<file path="src/rtl/id_ex_if.sv">
// id_ex_if: ID-side inputs, forwarding sources and EX-side outputs of the ID/EX stage
interface id_ex_if #(parameter int XLEN = 32);
  logic            id_valid;
  logic [XLEN-1:0] id_rs1_data, id_rs2_data, id_imm, id_pc;
  logic [3:0]      id_alu_ctrl;
  logic            id_alu_b_sel;
  logic [4:0]      id_rs1, id_rs2, id_rd;
  logic            id_reg_write, id_mem_read, id_mem_write, id_mem_to_reg, id_branch;
  logic            hold_in, flush_in;
  logic [4:0]      exmem_rd, memwb_rd;
  logic            exmem_reg_write, memwb_reg_write;
  logic [XLEN-1:0] exmem_result, memwb_result;
  logic            ex_valid;
  logic [XLEN-1:0] a, b, imm_gen_out, pc_out;
  logic [3:0]      alu_ctrl;
  logic            alu_b_sel;
  logic [4:0]      ex_rd;
  logic            ex_reg_write, ex_mem_read, ex_mem_write, ex_mem_to_reg, ex_branch;
  logic            stall_out;
  modport slave (
    input  id_valid, id_rs1_data, id_rs2_data, id_imm, id_pc, id_alu_ctrl, id_alu_b_sel,
           id_rs1, id_rs2, id_rd, id_reg_write, id_mem_read, id_mem_write, id_mem_to_reg,
           id_branch, hold_in, flush_in, exmem_rd, memwb_rd, exmem_reg_write,
           memwb_reg_write, exmem_result, memwb_result,
    output ex_valid, a, b, imm_gen_out, pc_out, alu_ctrl, alu_b_sel, ex_rd, ex_reg_write,
           ex_mem_read, ex_mem_write, ex_mem_to_reg, ex_branch, stall_out
  );
  modport master (
    output id_valid, id_rs1_data, id_rs2_data, id_imm, id_pc, id_alu_ctrl, id_alu_b_sel,
           id_rs1, id_rs2, id_rd, id_reg_write, id_mem_read, id_mem_write, id_mem_to_reg,
           id_branch, hold_in, flush_in, exmem_rd, memwb_rd, exmem_reg_write,
           memwb_reg_write, exmem_result, memwb_result,
    input  ex_valid, a, b, imm_gen_out, pc_out, alu_ctrl, alu_b_sel, ex_rd, ex_reg_write,
           ex_mem_read, ex_mem_write, ex_mem_to_reg, ex_branch, stall_out
  );
endinterface

</file>
<file path="src/rtl/id_ex_stage.sv">
// id_ex_stage: ID/EX register with load-use bubbles, hold/flush and bubble counter.
// Define FWD_EN to add EX/MEM and MEM/WB operand forwarding.
module id_ex_stage #(
  parameter int XLEN  = 32,
  parameter int CNT_W = 16
) (
  input  logic             clk,
  input  logic             rst,
  id_ex_if.slave           bus,
  output logic [CNT_W-1:0] bubble_cnt
);
  typedef struct packed {
    logic            valid;
    logic [XLEN-1:0] rs1_data, rs2_data, imm, pc;
    logic [3:0]      alu_ctrl;
    logic            alu_b_sel;
`ifdef FWD_EN
    logic [4:0]      rs1, rs2;
`endif
    logic [4:0]      rd;
    logic            reg_write, mem_read, mem_write, mem_to_reg, branch;
  } ex_t;
  ex_t ex_q, ex_d, ld;
  logic [CNT_W-1:0] bubble_cnt_q, bubble_cnt_d;
  logic haz_src, ld_use, bubble;
  always_comb begin
    // without forwarding, any older writer still in EX must be waited out
`ifdef FWD_EN
    haz_src = ex_q.mem_read;
`else
    haz_src = ex_q.mem_read | ex_q.reg_write;
`endif
    ld_use = ex_q.valid & haz_src & (ex_q.rd != 5'd0) & bus.id_valid &
             ((ex_q.rd == bus.id_rs1) | (ex_q.rd == bus.id_rs2));
    bubble = bus.flush_in | ld_use;
    ld = '0;
    ld.valid      = bus.id_valid;
    ld.rs1_data   = bus.id_rs1_data;
    ld.rs2_data   = bus.id_rs2_data;
    ld.imm        = bus.id_imm;
    ld.pc         = bus.id_pc;
    ld.alu_ctrl   = bus.id_alu_ctrl;
    ld.alu_b_sel  = bus.id_alu_b_sel;
`ifdef FWD_EN
    ld.rs1        = bus.id_rs1;
    ld.rs2        = bus.id_rs2;
`endif
    ld.rd         = bus.id_rd;
    ld.reg_write  = bus.id_valid & bus.id_reg_write;
    ld.mem_read   = bus.id_valid & bus.id_mem_read;
    ld.mem_write  = bus.id_valid & bus.id_mem_write;
    ld.mem_to_reg = bus.id_valid & bus.id_mem_to_reg;
    ld.branch     = bus.id_valid & bus.id_branch;
    ex_d = bus.hold_in ? ex_q : bubble ? '0 : ld;
    bubble_cnt_d = (!bus.hold_in && bubble && !(&bubble_cnt_q)) ? bubble_cnt_q + CNT_W'(1) : bubble_cnt_q;
  end
  always_ff @(posedge clk) begin
    if (rst) begin
      ex_q         <= '0;
      bubble_cnt_q <= '0;
    end else begin
      ex_q         <= ex_d;
      bubble_cnt_q <= bubble_cnt_d;
    end
  end
`ifdef FWD_EN
  assign bus.a = (bus.exmem_reg_write && bus.exmem_rd != 5'd0 && bus.exmem_rd == ex_q.rs1) ? bus.exmem_result :
                 (bus.memwb_reg_write && bus.memwb_rd != 5'd0 && bus.memwb_rd == ex_q.rs1) ? bus.memwb_result :
                 ex_q.rs1_data;
  assign bus.b = (bus.exmem_reg_write && bus.exmem_rd != 5'd0 && bus.exmem_rd == ex_q.rs2) ? bus.exmem_result :
                 (bus.memwb_reg_write && bus.memwb_rd != 5'd0 && bus.memwb_rd == ex_q.rs2) ? bus.memwb_result :
                 ex_q.rs2_data;
`else
  logic unused_fwd;
  assign unused_fwd = ^{bus.exmem_rd, bus.memwb_rd, bus.exmem_reg_write, bus.memwb_reg_write,
                        bus.exmem_result, bus.memwb_result};
  assign bus.a = ex_q.rs1_data;
  assign bus.b = ex_q.rs2_data;
`endif
  assign bus.ex_valid      = ex_q.valid;
  assign bus.imm_gen_out   = ex_q.imm;
  assign bus.pc_out        = ex_q.pc;
  assign bus.alu_ctrl      = ex_q.alu_ctrl;
  assign bus.alu_b_sel     = ex_q.alu_b_sel;
  assign bus.ex_rd         = ex_q.rd;
  assign bus.ex_reg_write  = ex_q.reg_write;
  assign bus.ex_mem_read   = ex_q.mem_read;
  assign bus.ex_mem_write  = ex_q.mem_write;
  assign bus.ex_mem_to_reg = ex_q.mem_to_reg;
  assign bus.ex_branch     = ex_q.branch;
  assign bus.stall_out     = bus.hold_in | ld_use;
  assign bubble_cnt        = bubble_cnt_q;
endmodule
</file>
<file path="src/flat_wrapper.sv">
// flat-port wrapper written by rule: the top's interface ports become plain ports
module id_ex_stage_flat 
#(
  parameter int XLEN  = 32,
  parameter int CNT_W = 16
)
  (clk, rst, bubble_cnt, bus_id_valid, bus_id_rs1_data, bus_id_rs2_data, bus_id_imm, bus_id_pc, bus_id_alu_ctrl, bus_id_alu_b_sel, bus_id_rs1, bus_id_rs2, bus_id_rd, bus_id_reg_write, bus_id_mem_read, bus_id_mem_write, bus_id_mem_to_reg, bus_id_branch, bus_hold_in, bus_flush_in, bus_exmem_rd, bus_memwb_rd, bus_exmem_reg_write, bus_memwb_reg_write, bus_exmem_result, bus_memwb_result, bus_ex_valid, bus_a, bus_b, bus_imm_gen_out, bus_pc_out, bus_alu_ctrl, bus_alu_b_sel, bus_ex_rd, bus_ex_reg_write, bus_ex_mem_read, bus_ex_mem_write, bus_ex_mem_to_reg, bus_ex_branch, bus_stall_out);
  id_ex_if #(.XLEN(XLEN)) bus_i ();
  input  logic clk;
  input  logic rst;
  output logic [CNT_W-1:0] bubble_cnt;
  input wire logic [$bits(bus_i.id_valid)-1:0] bus_id_valid;
  input wire logic [$bits(bus_i.id_rs1_data)-1:0] bus_id_rs1_data;
  input wire logic [$bits(bus_i.id_rs2_data)-1:0] bus_id_rs2_data;
  input wire logic [$bits(bus_i.id_imm)-1:0] bus_id_imm;
  input wire logic [$bits(bus_i.id_pc)-1:0] bus_id_pc;
  input wire logic [$bits(bus_i.id_alu_ctrl)-1:0] bus_id_alu_ctrl;
  input wire logic [$bits(bus_i.id_alu_b_sel)-1:0] bus_id_alu_b_sel;
  input wire logic [$bits(bus_i.id_rs1)-1:0] bus_id_rs1;
  input wire logic [$bits(bus_i.id_rs2)-1:0] bus_id_rs2;
  input wire logic [$bits(bus_i.id_rd)-1:0] bus_id_rd;
  input wire logic [$bits(bus_i.id_reg_write)-1:0] bus_id_reg_write;
  input wire logic [$bits(bus_i.id_mem_read)-1:0] bus_id_mem_read;
  input wire logic [$bits(bus_i.id_mem_write)-1:0] bus_id_mem_write;
  input wire logic [$bits(bus_i.id_mem_to_reg)-1:0] bus_id_mem_to_reg;
  input wire logic [$bits(bus_i.id_branch)-1:0] bus_id_branch;
  input wire logic [$bits(bus_i.hold_in)-1:0] bus_hold_in;
  input wire logic [$bits(bus_i.flush_in)-1:0] bus_flush_in;
  input wire logic [$bits(bus_i.exmem_rd)-1:0] bus_exmem_rd;
  input wire logic [$bits(bus_i.memwb_rd)-1:0] bus_memwb_rd;
  input wire logic [$bits(bus_i.exmem_reg_write)-1:0] bus_exmem_reg_write;
  input wire logic [$bits(bus_i.memwb_reg_write)-1:0] bus_memwb_reg_write;
  input wire logic [$bits(bus_i.exmem_result)-1:0] bus_exmem_result;
  input wire logic [$bits(bus_i.memwb_result)-1:0] bus_memwb_result;
  output wire logic [$bits(bus_i.ex_valid)-1:0] bus_ex_valid;
  output wire logic [$bits(bus_i.a)-1:0] bus_a;
  output wire logic [$bits(bus_i.b)-1:0] bus_b;
  output wire logic [$bits(bus_i.imm_gen_out)-1:0] bus_imm_gen_out;
  output wire logic [$bits(bus_i.pc_out)-1:0] bus_pc_out;
  output wire logic [$bits(bus_i.alu_ctrl)-1:0] bus_alu_ctrl;
  output wire logic [$bits(bus_i.alu_b_sel)-1:0] bus_alu_b_sel;
  output wire logic [$bits(bus_i.ex_rd)-1:0] bus_ex_rd;
  output wire logic [$bits(bus_i.ex_reg_write)-1:0] bus_ex_reg_write;
  output wire logic [$bits(bus_i.ex_mem_read)-1:0] bus_ex_mem_read;
  output wire logic [$bits(bus_i.ex_mem_write)-1:0] bus_ex_mem_write;
  output wire logic [$bits(bus_i.ex_mem_to_reg)-1:0] bus_ex_mem_to_reg;
  output wire logic [$bits(bus_i.ex_branch)-1:0] bus_ex_branch;
  output wire logic [$bits(bus_i.stall_out)-1:0] bus_stall_out;
  assign bus_i.id_valid = bus_id_valid;
  assign bus_i.id_rs1_data = bus_id_rs1_data;
  assign bus_i.id_rs2_data = bus_id_rs2_data;
  assign bus_i.id_imm = bus_id_imm;
  assign bus_i.id_pc = bus_id_pc;
  assign bus_i.id_alu_ctrl = bus_id_alu_ctrl;
  assign bus_i.id_alu_b_sel = bus_id_alu_b_sel;
  assign bus_i.id_rs1 = bus_id_rs1;
  assign bus_i.id_rs2 = bus_id_rs2;
  assign bus_i.id_rd = bus_id_rd;
  assign bus_i.id_reg_write = bus_id_reg_write;
  assign bus_i.id_mem_read = bus_id_mem_read;
  assign bus_i.id_mem_write = bus_id_mem_write;
  assign bus_i.id_mem_to_reg = bus_id_mem_to_reg;
  assign bus_i.id_branch = bus_id_branch;
  assign bus_i.hold_in = bus_hold_in;
  assign bus_i.flush_in = bus_flush_in;
  assign bus_i.exmem_rd = bus_exmem_rd;
  assign bus_i.memwb_rd = bus_memwb_rd;
  assign bus_i.exmem_reg_write = bus_exmem_reg_write;
  assign bus_i.memwb_reg_write = bus_memwb_reg_write;
  assign bus_i.exmem_result = bus_exmem_result;
  assign bus_i.memwb_result = bus_memwb_result;
  assign bus_ex_valid = bus_i.ex_valid;
  assign bus_a = bus_i.a;
  assign bus_b = bus_i.b;
  assign bus_imm_gen_out = bus_i.imm_gen_out;
  assign bus_pc_out = bus_i.pc_out;
  assign bus_alu_ctrl = bus_i.alu_ctrl;
  assign bus_alu_b_sel = bus_i.alu_b_sel;
  assign bus_ex_rd = bus_i.ex_rd;
  assign bus_ex_reg_write = bus_i.ex_reg_write;
  assign bus_ex_mem_read = bus_i.ex_mem_read;
  assign bus_ex_mem_write = bus_i.ex_mem_write;
  assign bus_ex_mem_to_reg = bus_i.ex_mem_to_reg;
  assign bus_ex_branch = bus_i.ex_branch;
  assign bus_stall_out = bus_i.stall_out;
  id_ex_stage #(.XLEN(XLEN), .CNT_W(CNT_W)) u_core (.clk(clk), .rst(rst), .bus(bus_i), .bubble_cnt(bubble_cnt));
endmodule
</file>
<file path="config.mk">
export PLATFORM = sky130hd
export DESIGN_NAME = id_ex_stage_flat
export DESIGN_NICKNAME = d
export VERILOG_FILES = /design/src/rtl/id_ex_if.sv /design/src/rtl/id_ex_stage.sv /design/src/flat_wrapper.sv
export SDC_FILE = /design/constraint.sdc
export NUM_CORES = 1
export LEC_CHECK = 0
export BUFFER_PORTS_ARGS = -buffer_cell sky130_fd_sc_hd__buf_2
export CAP_MARGIN = 20
export CORE_AREA = 2 2 156 158
export CTS_CLUSTER_DIAMETER = 80
export DETAILED_ROUTE_END_ITERATION = 10
export DIE_AREA = 0 0 158 160
export GPL_TIMING_DRIVEN = 0
export PLACE_DENSITY_LB_ADDON = 0.15
export SLEW_MARGIN = 20
export SYNTH_ARGS = -nofsm -noshare
export SYNTH_HDL_FRONTEND = slang
export SYNTH_SLANG_ARGS = --single-unit
</file>
<file path="constraint.sdc">
create_clock -name clk -period 2.3 [get_ports clk]
set_input_delay 0.23 -clock clk [delete_from_list [all_inputs] [get_ports clk]]
set_output_delay 0.23 -clock clk [all_outputs]
set_load 0.005 [all_outputs]
</file>
==> qor.csv <==
metric,value,unit
run status,"complete, no violations",
switching power,1.671,mW
post-DP HPWL,14570,um
Worst Tran Pin Value,900.2,ps
# nets final,1172,
Finished Core Util,36.71,%
share of layout cells above drive strength 1,40.89,%
largest net degree at the start of global routing,17,
top_reg_cell synth,dfxtp_1,
xor-xnor portion of the synthesized cell area,1.446,%
Initial DRC Count,151,
RSZ-0062 raised after global routing,false,
Min-Delay Startpoint,bus_id_rs2_data[23],
Post-Syn Area per Cell,10.08,um^2
Die H,160,um
vias in the first global route,5273,
Worst Reg-to-Reg Cells,5,
die area,0.02528,mm^2
Crit path largest cell delay,530,ps
multi-input combinational cell area,0.002720,mm^2
drt wl/cell,15.04,um
internal cell power,5.014,mW
most frequent cells in the layout,"buf_2 (324), dfxtp_1 (156), nor2_1 (148)",
Gate power share,10.4,%
Worst-path clk slew,70,ps
Switching Share,25.00,%
clk_skew,15.45,ps
fillcell total,2555,
FF-to-FF End,u_core.bubble_cnt[14],
reg2reg start,u_core.bubble_cnt[6],
"EDFF count, synth",0,
htree depth,4,
worst skew pair latency,420,ps
CP Max Fanout,7,
routability cong.,0.7618,
Synth-to-Final Area Change,44.40,%
Tcrit/Tclk final,95.64,%
critical-path cell list,nand4_1 > or3_4 > or4_1 > or3_1 > a21oi_1,
Clock Path Buffers,2,
drt via density,4.266,
"CP delay by family, top",simple AND/OR/NAND/NOR gates,
Synth Cell Area,0.006056,mm^2
post-route ant nets,0,
cell count after synthesis,601,
asr flop ratio synth,0,%
hold_buf cts,0,
register share of total power,44.3,%
max-cap violations,0,
Critical Path Start Type,register,
core area,0.02382,mm^2
#FFs+latches synth,160,
Clock power frac,45.2,%
final hold vios,0,
Leak,4.409,nW
Hold Path Depth,3,
clock sinks,160,
Reg area,0.003208,mm^2
Buf/Inv on CP,0,
starting density of the core,25.42,%
fmax,0.4546,GHz
Hold EP,u_core.bus.b[23],
Synth Area in Compound Gates,3.079,%
final WL,19200,um
Synth Net Count,836,
io pins,395,
port bufs,316,
"commonest non-fill, non-tap cell in the layout",buf_2,
Critical-path top delay cell,or4_1,
maximum VDD drop,0.0003779,V
CTS tree,yes,
DRT Pass-1 Iters,5,
endpoint class of the critical path,register,
Yosys cell types,37,
CP required,2640,ps
first-pass GRT wire length,29090,um
CTS Buf Count,17,
routed vias,5448,
Synth Area in Adders,0.2066,%
CP Class,register to register,
final setup fails,0,
clock root cell,clkbuf_16,
gr usage total,14.94,%
Pwr Total,6.685,mW
die width,158,um
Slew HR,39.99,%
grt total ovfl,0,
mux share of post-synthesis cell area,23.55,%
critical path data arrival time,2540,ps
Core Rows,57,
# DRC,0,
Synth warnings,0,
antenna violations before repair,5,
Synth Area in Simple Gates,15.95,%
Pwr Density,764.5,mW/mm^2
Hold Path Class,input pin to register,
Final min period,2200,ps
Max Transition Viols Final,0,
largest family of logic cells by synthesized area,multiplexers,
worst reg2reg setup slack,100,ps
post-synthesis sequential area ratio,52.89,%
-- worst max-delay path by stage --
stage               cells past startpoint                  from  slack (ps)                   endpoint
floorplan                               6  u_core.bubble_cnt[0]         190      u_core.bubble_cnt[12]
global placement                        8   u_core.bus.ex_rd[4]        -490     u_core.bus.alu_ctrl[3]
detailed placement                      8   u_core.bus.ex_rd[2]        -500  u_core.bus.imm_gen_out[9]
CTS                                     8   u_core.bus.ex_rd[4]           3       u_core.bus.pc_out[5]
global route                            9  u_core.bubble_cnt[0]           2       u_core.bubble_cnt[8]
finish                                  5  u_core.bubble_cnt[6]         100      u_core.bubble_cnt[14]
-- what timing repair did --
action	CTS	global route
pin swaps	0	1
cloned	0	0
setup buffers	0	1
gates resized for setup	18	10
setup endpoints to repair	125	146
-- layer usage --
metal  routed length, um  vias to the layer above  GRT usage, %
met1                8132                     2521         17.59
li1                    -                     2723             -
met5                   7                        -             0
met4                 398                        2         5.651
met3                1347                       26         4.803
met2                9315                      176         25.20
-- stage by stage --
stage | instances | hold slack, ps | setup slack (ps) | instance area, um^2 | TNS [ps]
2_1_floorplan | 601 | 373.9 | 193.4 | 6056 | 0
3_3_place_gp | 1241 | 424.9 | -489.8 | 8043 | -47220
3_5_place_dp | 1241 | 431.6 | -497.6 | 8043 | -47680
4_1_cts | 1272 | 13.36 | 3.048 | 8688 | 0
5_1_grt | 1276 | 20.44 | 1.960 | 8742 | 0
6_report | 1277 | 38.35 | 100.2 | 8745 | 0
-- cell usage after synthesis (all sizes together), types with 2 or more instances --
library cell  number  share of area (%)
buf                9               0.83
xnor2             10                1.4
dfxtp            160                 53
inv                2               0.12
nand3              9               0.83
nor2b              6               0.62
nor3               3               0.25
clkbuf            31                1.9
mux2i            138                 23
or4               10                1.3
nand2             17                1.1
nand4b             5               0.72
nor2             148                9.2
a21oi             14                1.2
o21ai              4               0.33
nor4               3               0.31
mux2               4               0.74
o31ai              8               0.99
nand4              5               0.52
or3                4               0.50
-- tightest hold or removal path, cell delays in order --
cell and delay [ps]:
buf_2 70, mux2i_1 50, nor2_1 70
-- kinds of logic (layout without fill, tap and decap cells) --
family / count (synthesis) / in the layout
buffers and inverters: 42 / 390
adder cells (fa/ha/maj): 1 / 1
XOR/XNOR: 10 / 10
AND/OR/NAND/NOR: 215 / 215
multiplexers: 142 / 142
flip-flops: 160 / 160
AO/OA/AOI/OAI: 31 / 31
other: 0 / 4
-- area by class of cell --
class | instances | area share, %
inverters | 2 | 0.08585
plain buffers | 40 | 2.132
flip-flops and latches | 160 | 36.69
well taps | 324 | 4.636
clock buffers | 18 | 5.022
diodes | 4 | 0.1145
repair buffers | 317 | 18.17
multi-input cells | 399 | 31.11
clock inverters | 13 | 2.046
-- power groups by stage --
stage,Sequential (mW),Clock [mW],Combinational (mW)
6_report,2.96,3.02,0.698
5_1_grt,2.98,3.23,0.777
4_1_cts,2.96,3.13,0.714
3_5_place_dp,3.02,0,0.708
3_3_place_gp,3.02,0,0.706
2_1_floorplan,3.03,0,0.337
(Power assumes the default switching activity.)
